### src/rtl/lisa_qspi_dma.sv
// Block-copy engine on one QSPI arbiter port: read burst into a local buffer, write it back out, repeat.
// Optional LISA_QSPI_DMA_FILL_EN adds a fill mode that skips reads and writes a constant pattern.
module lisa_qspi_dma #(
    parameter int CHIP_SELECTS = 2,
    parameter int BURST_LEN    = 8
) (
    input  logic                    clk,
    input  logic                    rst_n,
    input  logic                    start,
    input  logic                    abort,
    input  logic [23:0]             src_addr,
    input  logic [23:0]             dst_addr,
    input  logic [CHIP_SELECTS-1:0] src_ce,
    input  logic [CHIP_SELECTS-1:0] dst_ce,
    input  logic [11:0]             word_count,
    output logic                    busy,
    output logic                    done,
    output logic                    aborted,
    output logic [23:0]             addr,
    input  logic [15:0]             rdata,
    output logic [15:0]             wdata,
    output logic [1:0]              wstrb,
    input  logic                    ready,
    input  logic                    xfer_done,
    output logic                    valid,
    output logic [3:0]              xfer_len,
`ifdef LISA_QSPI_DMA_FILL_EN
    input  logic                    fill_mode,
    input  logic [15:0]             fill_data,
`endif
    output logic [CHIP_SELECTS-1:0] ce_ctrl
);

    typedef enum logic [1:0] {IDLE, RD, WR, FIN} state_t;

    localparam logic [3:0] BL = 4'(BURST_LEN);
    localparam int         PW = (BURST_LEN > 1) ? $clog2(BURST_LEN) : 1;

    function automatic logic [3:0] burst_of(input logic [11:0] n);
        return (n > {8'd0, BL}) ? BL : n[3:0];
    endfunction

    state_t                  state;
    logic [23:0]             cur_src;
    logic [23:0]             cur_dst;
    logic [CHIP_SELECTS-1:0] src_ce_q;
    logic [CHIP_SELECTS-1:0] dst_ce_q;
    logic [11:0]             remaining;
    logic [3:0]              wr_ptr;
    logic [3:0]              rd_ptr;
    logic                    abort_pend;
    logic                    fill_q;
    logic                    start_fill;
    logic                    cap;
    logic [15:0]             mem [0:(1<<PW)-1];

`ifdef LISA_QSPI_DMA_FILL_EN
    assign start_fill = fill_mode;

    always_ff @(posedge clk or negedge rst_n) begin
        if (!rst_n)
            fill_q <= 1'b0;
        else if (state == IDLE && start)
            fill_q <= fill_mode;
    end
`else
    assign start_fill = 1'b0;
    assign fill_q     = 1'b0;
`endif

    // Words beyond the burst length are dropped so the buffer can never be overrun.
    assign cap = (state == RD) && valid && ready && (wr_ptr < xfer_len);

    always_ff @(posedge clk) begin
        if (cap)
            mem[wr_ptr[PW-1:0]] <= rdata;
    end

    always_comb begin
        wdata = '0;
        if (state == WR) begin
`ifdef LISA_QSPI_DMA_FILL_EN
            if (fill_q)
                wdata = fill_data;
            else if (rd_ptr < xfer_len)
                wdata = mem[rd_ptr[PW-1:0]];
`else
            if (rd_ptr < xfer_len)
                wdata = mem[rd_ptr[PW-1:0]];
`endif
        end
    end

    // In RD/WR, valid=0 is the one-cycle re-arbitration gap; the next cycle raises the new burst.
    always_ff @(posedge clk or negedge rst_n) begin
        if (!rst_n) begin
            state      <= IDLE;
            busy       <= 1'b0;
            done       <= 1'b0;
            aborted    <= 1'b0;
            valid      <= 1'b0;
            addr       <= '0;
            wstrb      <= '0;
            xfer_len   <= '0;
            ce_ctrl    <= '0;
            cur_src    <= '0;
            cur_dst    <= '0;
            src_ce_q   <= '0;
            dst_ce_q   <= '0;
            remaining  <= '0;
            wr_ptr     <= '0;
            rd_ptr     <= '0;
            abort_pend <= 1'b0;
        end else begin
            done <= 1'b0;
            if (busy && abort)
                abort_pend <= 1'b1;
            case (state)
                IDLE: begin
                    if (start) begin
                        cur_src    <= src_addr;
                        cur_dst    <= dst_addr;
                        src_ce_q   <= src_ce;
                        dst_ce_q   <= dst_ce;
                        remaining  <= word_count;
                        aborted    <= 1'b0;
                        abort_pend <= 1'b0;
                        wr_ptr     <= '0;
                        rd_ptr     <= '0;
                        if (word_count == 12'd0) begin
                            state <= FIN;
                            done  <= 1'b1;
                        end else begin
                            busy     <= 1'b1;
                            valid    <= 1'b1;
                            xfer_len <= burst_of(word_count);
                            if (start_fill) begin
                                state   <= WR;
                                addr    <= dst_addr;
                                ce_ctrl <= dst_ce;
                                wstrb   <= 2'b11;
                            end else begin
                                state   <= RD;
                                addr    <= src_addr;
                                ce_ctrl <= src_ce;
                                wstrb   <= 2'b00;
                            end
                        end
                    end
                end
                RD: begin
                    if (!valid) begin
                        valid    <= 1'b1;
                        addr     <= cur_src;
                        ce_ctrl  <= src_ce_q;
                        wstrb    <= 2'b00;
                        xfer_len <= burst_of(remaining);
                    end else begin
                        if (cap)
                            wr_ptr <= wr_ptr + 4'd1;
                        if (xfer_done) begin
                            valid  <= 1'b0;
                            wr_ptr <= '0;
                            state  <= WR;
                        end
                    end
                end
                WR: begin
                    if (!valid) begin
                        valid    <= 1'b1;
                        addr     <= cur_dst;
                        ce_ctrl  <= dst_ce_q;
                        wstrb    <= 2'b11;
                        xfer_len <= burst_of(remaining);
                    end else begin
                        if (ready && rd_ptr < xfer_len)
                            rd_ptr <= rd_ptr + 4'd1;
                        if (xfer_done) begin
                            valid     <= 1'b0;
                            rd_ptr    <= '0;
                            cur_src   <= cur_src + {19'd0, xfer_len, 1'b0};
                            cur_dst   <= cur_dst + {19'd0, xfer_len, 1'b0};
                            remaining <= remaining - {8'd0, xfer_len};
                            if (remaining == {8'd0, xfer_len} || abort_pend || abort) begin
                                state      <= FIN;
                                busy       <= 1'b0;
                                done       <= 1'b1;
                                aborted    <= abort_pend || abort;
                                abort_pend <= 1'b0;
                            end else begin
                                state <= fill_q ? WR : RD;
                            end
                        end
                    end
                end
                FIN:     state <= IDLE;
                default: state <= IDLE;
            endcase
        end
    end

endmodule

### config.mk
export PLATFORM = sky130hd
export DESIGN_NAME = lisa_qspi_dma
export DESIGN_NICKNAME = d
export VERILOG_FILES = /design/src/rtl/lisa_qspi_dma.sv
export SDC_FILE = /design/constraint.sdc
export NUM_CORES = 1
export LEC_CHECK = 0
export CAP_MARGIN = 10
export CELL_PAD_IN_SITES_DETAIL_PLACEMENT = 1
export CELL_PAD_IN_SITES_GLOBAL_PLACEMENT = 1
export CORE_MARGIN = 2
export CORE_UTILIZATION = 49
export CTS_BUF_LIST = sky130_fd_sc_hd__clkbuf_8 sky130_fd_sc_hd__clkbuf_16
export CTS_CLUSTER_DIAMETER = 200
export DETAILED_ROUTE_END_ITERATION = 10
export PLACE_DENSITY_LB_ADDON = 0.15
export SYNTH_ARGS = -nofsm -noshare
export SYNTH_HDL_FRONTEND = slang
export SYNTH_SLANG_ARGS = --single-unit
### constraint.sdc
create_clock -name clk -period 6.9 [get_ports clk]
set_clock_uncertainty 0.2 [all_clocks]
set_input_delay 2.07 -clock clk [delete_from_list [all_inputs] [get_ports clk]]
set_output_delay 2.07 -clock clk [all_outputs]
set_load 0.01 [all_outputs]
# --- Word-level counts from Yosys, hierarchy flattened ---
# Memories as Yosys holds them, arrays and structs flattened.
# Index checks and enable logic that the tools add are counted.
op_classes:
  addsub: 5
  magnitude_cmp: 4
  n_eq_ne: 16
  muxes: 80
  reduce_logical: 25
ops:
  columns: ["operator", "count"]
  rows:
  - ["24-bit two-way mux", 10]
  - ["24-bit case mux with 2 select lines", 2]
  - ["24-bit case mux with 3 select lines", 1]
  - ["24-bit by 5-bit adder with 24-bit output", 2]
  - ["4-bit two-way mux", 12]
  - ["12-bit two-way mux", 3]
  - ["16-bit two-way mux", 2]
  - ["2-bit two-way mux", 15]
  - ["12-bit by 4-bit > comparator with 1-bit output (second input constant)", 2]
  - ["12-bit case mux with 2 select lines", 1]
  - ["4-bit case mux with 2 select lines", 3]
  - ["1-bit two-way mux", 23]
  - ["2-bit inequality test (second input constant)", 9]
  - ["4-bit AND reduction", 4]
  - ["5-bit AND reduction", 3]
  - ["12-bit by 4-bit equality test with 1-bit output", 1]
  - ["12-bit zero test", 1]
  - ["2-bit case mux with 3 select lines", 2]
  - ["12-bit by 4-bit subtractor with 12-bit output", 1]
  - ["1-bit case mux with 2 select lines", 5]
  - ["4-bit by 1-bit adder with 4-bit output (second input constant)", 2]
  - ["4-bit less-than comparator", 2]
  - ["2-bit case mux with 4 select lines", 1]
  - ["6-bit AND reduction", 1]
  - ["other kinds (13)", 22]
word_totals:
  ff_bits: 111
  ram_bits: 128
  input_bits: 86
  wordCells: 148
  n_memories: 1
memory_table:
  columns: ["name", "depth", "width", "read_ports", "rd_ports_with_merged_regs", "write_ports", "line_no", "rtl"]
  rows:
  - ["mem", 8, 16, 1, 0, 1, "55", "logic [15:0] mem [0:(1<<PW)-1];"]

# --- Depth between registers and ports, before layout ---
logic_depth:
  depth_word: 8
  mapped_depth: 10
  ltp_nobuf: 8

# --- Worst setup path before layout ---
# OpenSTA, ideal clock, no wires.
synth_timing:
  path_type: "in2reg"
  from: "input ready"
  to: "memory mem[2][0] (enable)"
  setup_time_ns: 0.413
  t_arrival_ns: 4.041
  required_time_ns: 6.287
  path_slack_ns: 2.246
  path_stages: 4
  path_cell_list: "nor3b_1 > o21ai_1 > or2_2 > nor3b_1"
synth_via:
  elab_chain_cells: 4
synth_rtl:
  columns: ["element", "line_no", "rtl"]
  rows:
  - ["from (decl)", "23", "input logic ready,"]
  - ["1-bit logical AND (2 in a row)", "72", "assign cap = (state == RD) && valid && ready && (wr_ptr < xfer_len);"]
  - ["1-bit two-way mux", "75", "if (cap)"]
  - ["1-bit two-way mux (implied by the code)", "76", "mem[wr_ptr[PW-1:0]] <= rdata;"]
  - ["to (decl)", "55", null]
# No other way between the ends.

# --- Final worst setup path ---
layout_timing:
  from: "register rd_ptr[1]"
  to: "output wdata[9]"
layout_via:
  elab_chain_cells: 3
  word_cells_on_any_way: 4
layout_rtl:
  columns: ["element", "line_no", "rtl"]
  rows:
  - ["from (decl)", "50", "logic [3:0] rd_ptr;"]
  - ["from (signal assigned)", "177", "rd_ptr <= rd_ptr + 4'd1;"]
  - ["memory 8 x 16 bit / 4-bit less-than comparator (equally long branches)", null, null]
  - ["16-bit two-way mux (*)", "88", "if (rd_ptr < xfer_len)"]
  - ["16-bit two-way mux (*)", "81", "if (state == WR) begin"]
  - ["to (decl)", "21", "output logic [15:0] wdata,"]
# Every way passes the cells marked *; elsewhere a longest branch is shown, timed or not.

==> flow_summary.html <==
<table>
<tr><th>Metric</th><th>Value</th></tr>
<tr><th colspan="2">Drt</th></tr>
<tr><td>Vias per Instance</td><td>6.07</td></tr>
<tr><td>Length of the first detailed-routing pass in iterations</td><td>5</td></tr>
<tr><td>Violation count after the first detailed-route iteration</td><td>580</td></tr>
<tr><td>Wirelength per Cell</td><td>23.3 um</td></tr>
<tr><td>Antenna viol nets, final</td><td>0</td></tr>
<tr><td>DR DRC count</td><td>0</td></tr>
<tr><td>Final wirelength</td><td>33.4 mm</td></tr>
<tr><td>Via count of the routed design</td><td>8695</td></tr>
<tr><th colspan="2">Clocking</th></tr>
<tr><td>Maximum level of the CTS H-tree</td><td>1</td></tr>
<tr><td>Post-CTS Setup Inserts</td><td>0</td></tr>
<tr><td>Bufs on Longest Clock Path</td><td>3</td></tr>
<tr><td>Clock slew at reported path FFs</td><td>60 ps</td></tr>
<tr><td>CTS hold repair buffers</td><td>0</td></tr>
<tr><td>Root buffer cell</td><td>clkbuf_16</td></tr>
<tr><td>Total CTS buffers</td><td>26</td></tr>
<tr><td>Number of gates resized after CTS</td><td>0</td></tr>
<tr><td>CTS tree</td><td>done</td></tr>
<tr><td>Number of clock sinks seen by CTS</td><td>around 240</td></tr>
<tr><td>Worst skew pair latency</td><td>between 500 and 600 ps</td></tr>
<tr><th colspan="2">Timing</th></tr>
<tr><td>Final hold violation count</td><td>0</td></tr>
<tr><td>RSZ-0062 raised after global routing</td><td>false</td></tr>
<tr><td>Portion of the clock cycle consumed by the worst path in the final layout</td><td>82.9%</td></tr>
<tr><td>Hold slack final</td><td>287 ps</td></tr>
<tr><td>Transition time at the pin with the least slew margin</td><td>1140 ps</td></tr>
<tr><td>Final count of pins violating max slew</td><td>0</td></tr>
<tr><td>Number of setup violations in the final report</td><td>0</td></tr>
<tr><td>Setup TNS after final layout</td><td>0 ps</td></tr>
<tr><td>Shortest period the worst path allows</td><td>approximately 5700 ps</td></tr>
<tr><td>Worst slew margin relative to its limit</td><td>24.2%</td></tr>
<tr><td>Peak Freq</td><td>175 MHz</td></tr>
<tr><th colspan="2">Global routing</th></tr>
<tr><td>Vias in the first global route</td><td>9046</td></tr>
<tr><td>Initial antenna violation count</td><td>5</td></tr>
<tr><td>Combined global-route utilization of all metal layers</td><td>26.2%</td></tr>
<tr><td>Global-route wire length before repair</td><td>~53 mm</td></tr>
<tr><td>Remaining global-route overflow</td><td>0</td></tr>
<tr><td>Largest net degree at the start of global routing</td><td>69</td></tr>
<tr><th colspan="2">Worst setup path</th></tr>
<tr><td>CP startpoint kind</td><td>flip-flop</td></tr>
<tr><td>Critical Setup Path Class</td><td>flip-flop to output pin</td></tr>
<tr><td>Worst R2R Setup Slack</td><td>approximately 3400 ps</td></tr>
<tr><td>Sort of element at the end of the critical path</td><td>output pin</td></tr>
<tr><td>Largest driver fanout on the critical path</td><td>36</td></tr>
<tr><td>CP Data Arrival Time</td><td>3450 ps</td></tr>
<tr><td>Required arrival time at the worst endpoint</td><td>4630 ps</td></tr>
<tr><th colspan="2">Power and ir drop</th></tr>
<tr><td>Power per cell area</td><td>445 nW/um^2</td></tr>
<tr><td>Leakage</td><td>roughly 5.4 nW</td></tr>
<tr><td>Total power</td><td>between 6 and 7 mW</td></tr>
<tr><td>Maximum vdd drop</td><td>0.300 mV</td></tr>
<tr><th colspan="2">Synthesis</th></tr>
<tr><td>Primary FF master, synth</td><td>edfxtp_1</td></tr>
<tr><td>Cell with the most instances after synthesis</td><td>edfxtp_1</td></tr>
<tr><td>Number of enable-type register cells in the synthesized netlist</td><td>128</td></tr>
<tr><td>Cell count after synthesis</td><td>968</td></tr>
<tr><td>Top cells by instance count after synthesis</td><td>edfxtp_1 (128), dfrtp_1 (110), nor2_1 (84)</td></tr>
<tr><td>Post-synthesis average cell area</td><td>12.3 sq um</td></tr>
<tr><td>Total of warnings raised by yosys</td><td>0</td></tr>
<tr><td>Area share of the leading cell type in the synthesized netlist</td><td>32.3%</td></tr>
<tr><td>Synthesized net count</td><td>1081</td></tr>
<tr><td>Share of synthesized registers carrying an async set or reset</td><td>between 40 and 50%</td></tr>
<tr><td>Sequential-to-total area share from yosys stat</td><td>55.5%</td></tr>
<tr><td>Cell type with the largest total area after synthesis</td><td>edfxtp_1</td></tr>
<tr><td>Number of distinct library cell variants in the gate-level netlist after synthesis</td><td>74</td></tr>
<tr><td>Cell area after synthesis</td><td>11900 sq um</td></tr>
<tr><td>Leading post-synthesis cells by cell area</td><td>edfxtp_1 (32%), dfrtp_1 (23%), mux4_2 (6.1%)</td></tr>
<tr><td>Number of flip-flops and latches in the synthesized netlist</td><td>238</td></tr>
<tr><th colspan="2">Placed design</th></tr>
<tr><td>Placed Instances</td><td>1382</td></tr>
<tr><td>PortBufs</td><td>137</td></tr>
<tr><td>Hpwl dp</td><td>between 20 and 25 mm</td></tr>
<tr><td>GPL Wtd Cong</td><td>0.823</td></tr>
<tr><td>Placement Cell Area</td><td>13600 sq um</td></tr>
<tr><th colspan="2">Cells and area</th></tr>
<tr><td>Ratio of cells with drive above 1 in the final layout</td><td>13.0%</td></tr>
<tr><td>Layout Area Growth over Synthesis</td><td>22.0%</td></tr>
<tr><td>Count of non-filler cells in the finished layout</td><td>1432</td></tr>
<tr><td>Final non-filler cell area</td><td>roughly 15000 sq um</td></tr>
<tr><td>Number of nets in the finished design</td><td>1199</td></tr>
<tr><th colspan="2">Floorplanning</th></tr>
<tr><td>Top-level port count</td><td>138</td></tr>
<tr><td>Core area</td><td>roughly 24000 sq um</td></tr>
<tr><td>Area of the die</td><td>between 20000 and 30000 sq um</td></tr>
<tr><td>Horizontal die dimension</td><td>160 um</td></tr>
<tr><td>Die Height</td><td>160 um</td></tr>
<tr><td>Number of placement rows</td><td>57</td></tr>
<tr><td>Starting utilization of the core area</td><td>49.5%</td></tr>
<tr><th colspan="2">Status</th></tr>
<tr><td>Run status</td><td>complete, no violations</td></tr>
<tr><th colspan="2">Job</th></tr>
<tr><td>Max capacitance violation total</td><td>0</td></tr>
<tr><th colspan="2">Hold path</th></tr>
<tr><td>Hold Crit Class</td><td>flip-flop to flip-flop</td></tr>
</table>
[final timing paths]
check / from / cells past startpoint / end
setup / recovery: rd_ptr[1] / 7 / wdata[9]
hold / removal: abort_pend / 2 / abort_pend
setup reg to reg: state[0] / 8 / cur_dst[21]
hold reg to reg: abort_pend / 2 / abort_pend
max in group asynchronous: rst_n / 2 / addr[11]
min in group asynchronous: rst_n / 1 / xfer_len[3]
[cell families after synthesis]
kind of cell             Yosys count  synth area share [%]
AND/OR/NAND/NOR                  258                  11.0
AO/OA/AOI/OAI                    249                  13.6
flip-flops                       238                  55.5
multiplexers                     112                  13.8
buffers and inverters             81                  2.86
adder cells (fa/ha/maj)           27                  3.03
XOR/XNOR                           3                 0.221
[critical path: stages (launching register included)]
cell and delay [ps]:
dfrtp_1 330, buf_4 430, ha_1 350, a211oi_1 210
nor2_1 70, or3_1 630, nor2_1 270, clkdlybuf4s50_1 590
[area by class of cell]
cell class	count	area, sq um
Sequential cell	238	6600
Fill cell	2459	9530
Clock inverter	17	204
Antenna cell	2	5.00
Multi-Input combinational cell	649	5040
Timing Repair Buffer	149	1460
Clock buffer	31	719
Inverter	22	82.6
Tap cell	324	405
[metrics by stage]
stage	setup slack (ps)	utilization (%)
6_report	1180	60.4
5_1_grt	940	60.3
4_1_cts	1140	60.3
3_5_place_dp	1780	56.5
3_3_place_gp	1830	56.5
2_1_floorplan	2250	-
[layer usage]
metal | part of all wire (%) | global-route usage [%] | up-vias
li1 | - | - | 3953
met1 | 43 | 35.0 | 4474
met2 | 50 | 45.0 | 213
met3 | 5.1 | 4.47 | 51
met4 | 2.3 | 6.59 | 4
met5 | 0.081 | 0 | -
[placed cells by master (no fill, tap or decap), types with 17 or more instances in the layout]
cell type / synthesis / layout
a21oi_1: 73 / 73
a22oi_1: 40 / 40
clkbuf_16: 0 / 26
clkdlybuf4s50_1: 0 / 136
dfrtp_1: 110 / 109
edfxtp_1: 128 / 128
ha_1: 24 / 22
inv_1: 21 / 26
mux2_4: 20 / 20
mux2i_1: 47 / 47
mux4_2: 32 / 32
nand2_1: 54 / 54
nand3_1: 25 / 25
nor2_1: 84 / 80
o21ai_0: 49 / 49
o22ai_1: 17 / 17
[flip-flops by register name (all words and copies together), names as in the netlist, 2 cells and up]
signal     flops
addr          24
ce_ctrl        2
cur_dst       24
cur_src       24
dst_ce_q       2
mem          128
rd_ptr         4
remaining     12
src_ce_q       2
state          2
wr_ptr         4
xfer_len       4
[power by group]
| part | switching (mW) | internal (mW) |
|---|---|---|
| Sequential | 0.355 | 1.84 |
| Combinational | 1.51 | 1.28 |
| Clock | 0.582 | 0.892 |
| Total | 2.45 | 4.01 |
(Power assumes the default switching activity.)
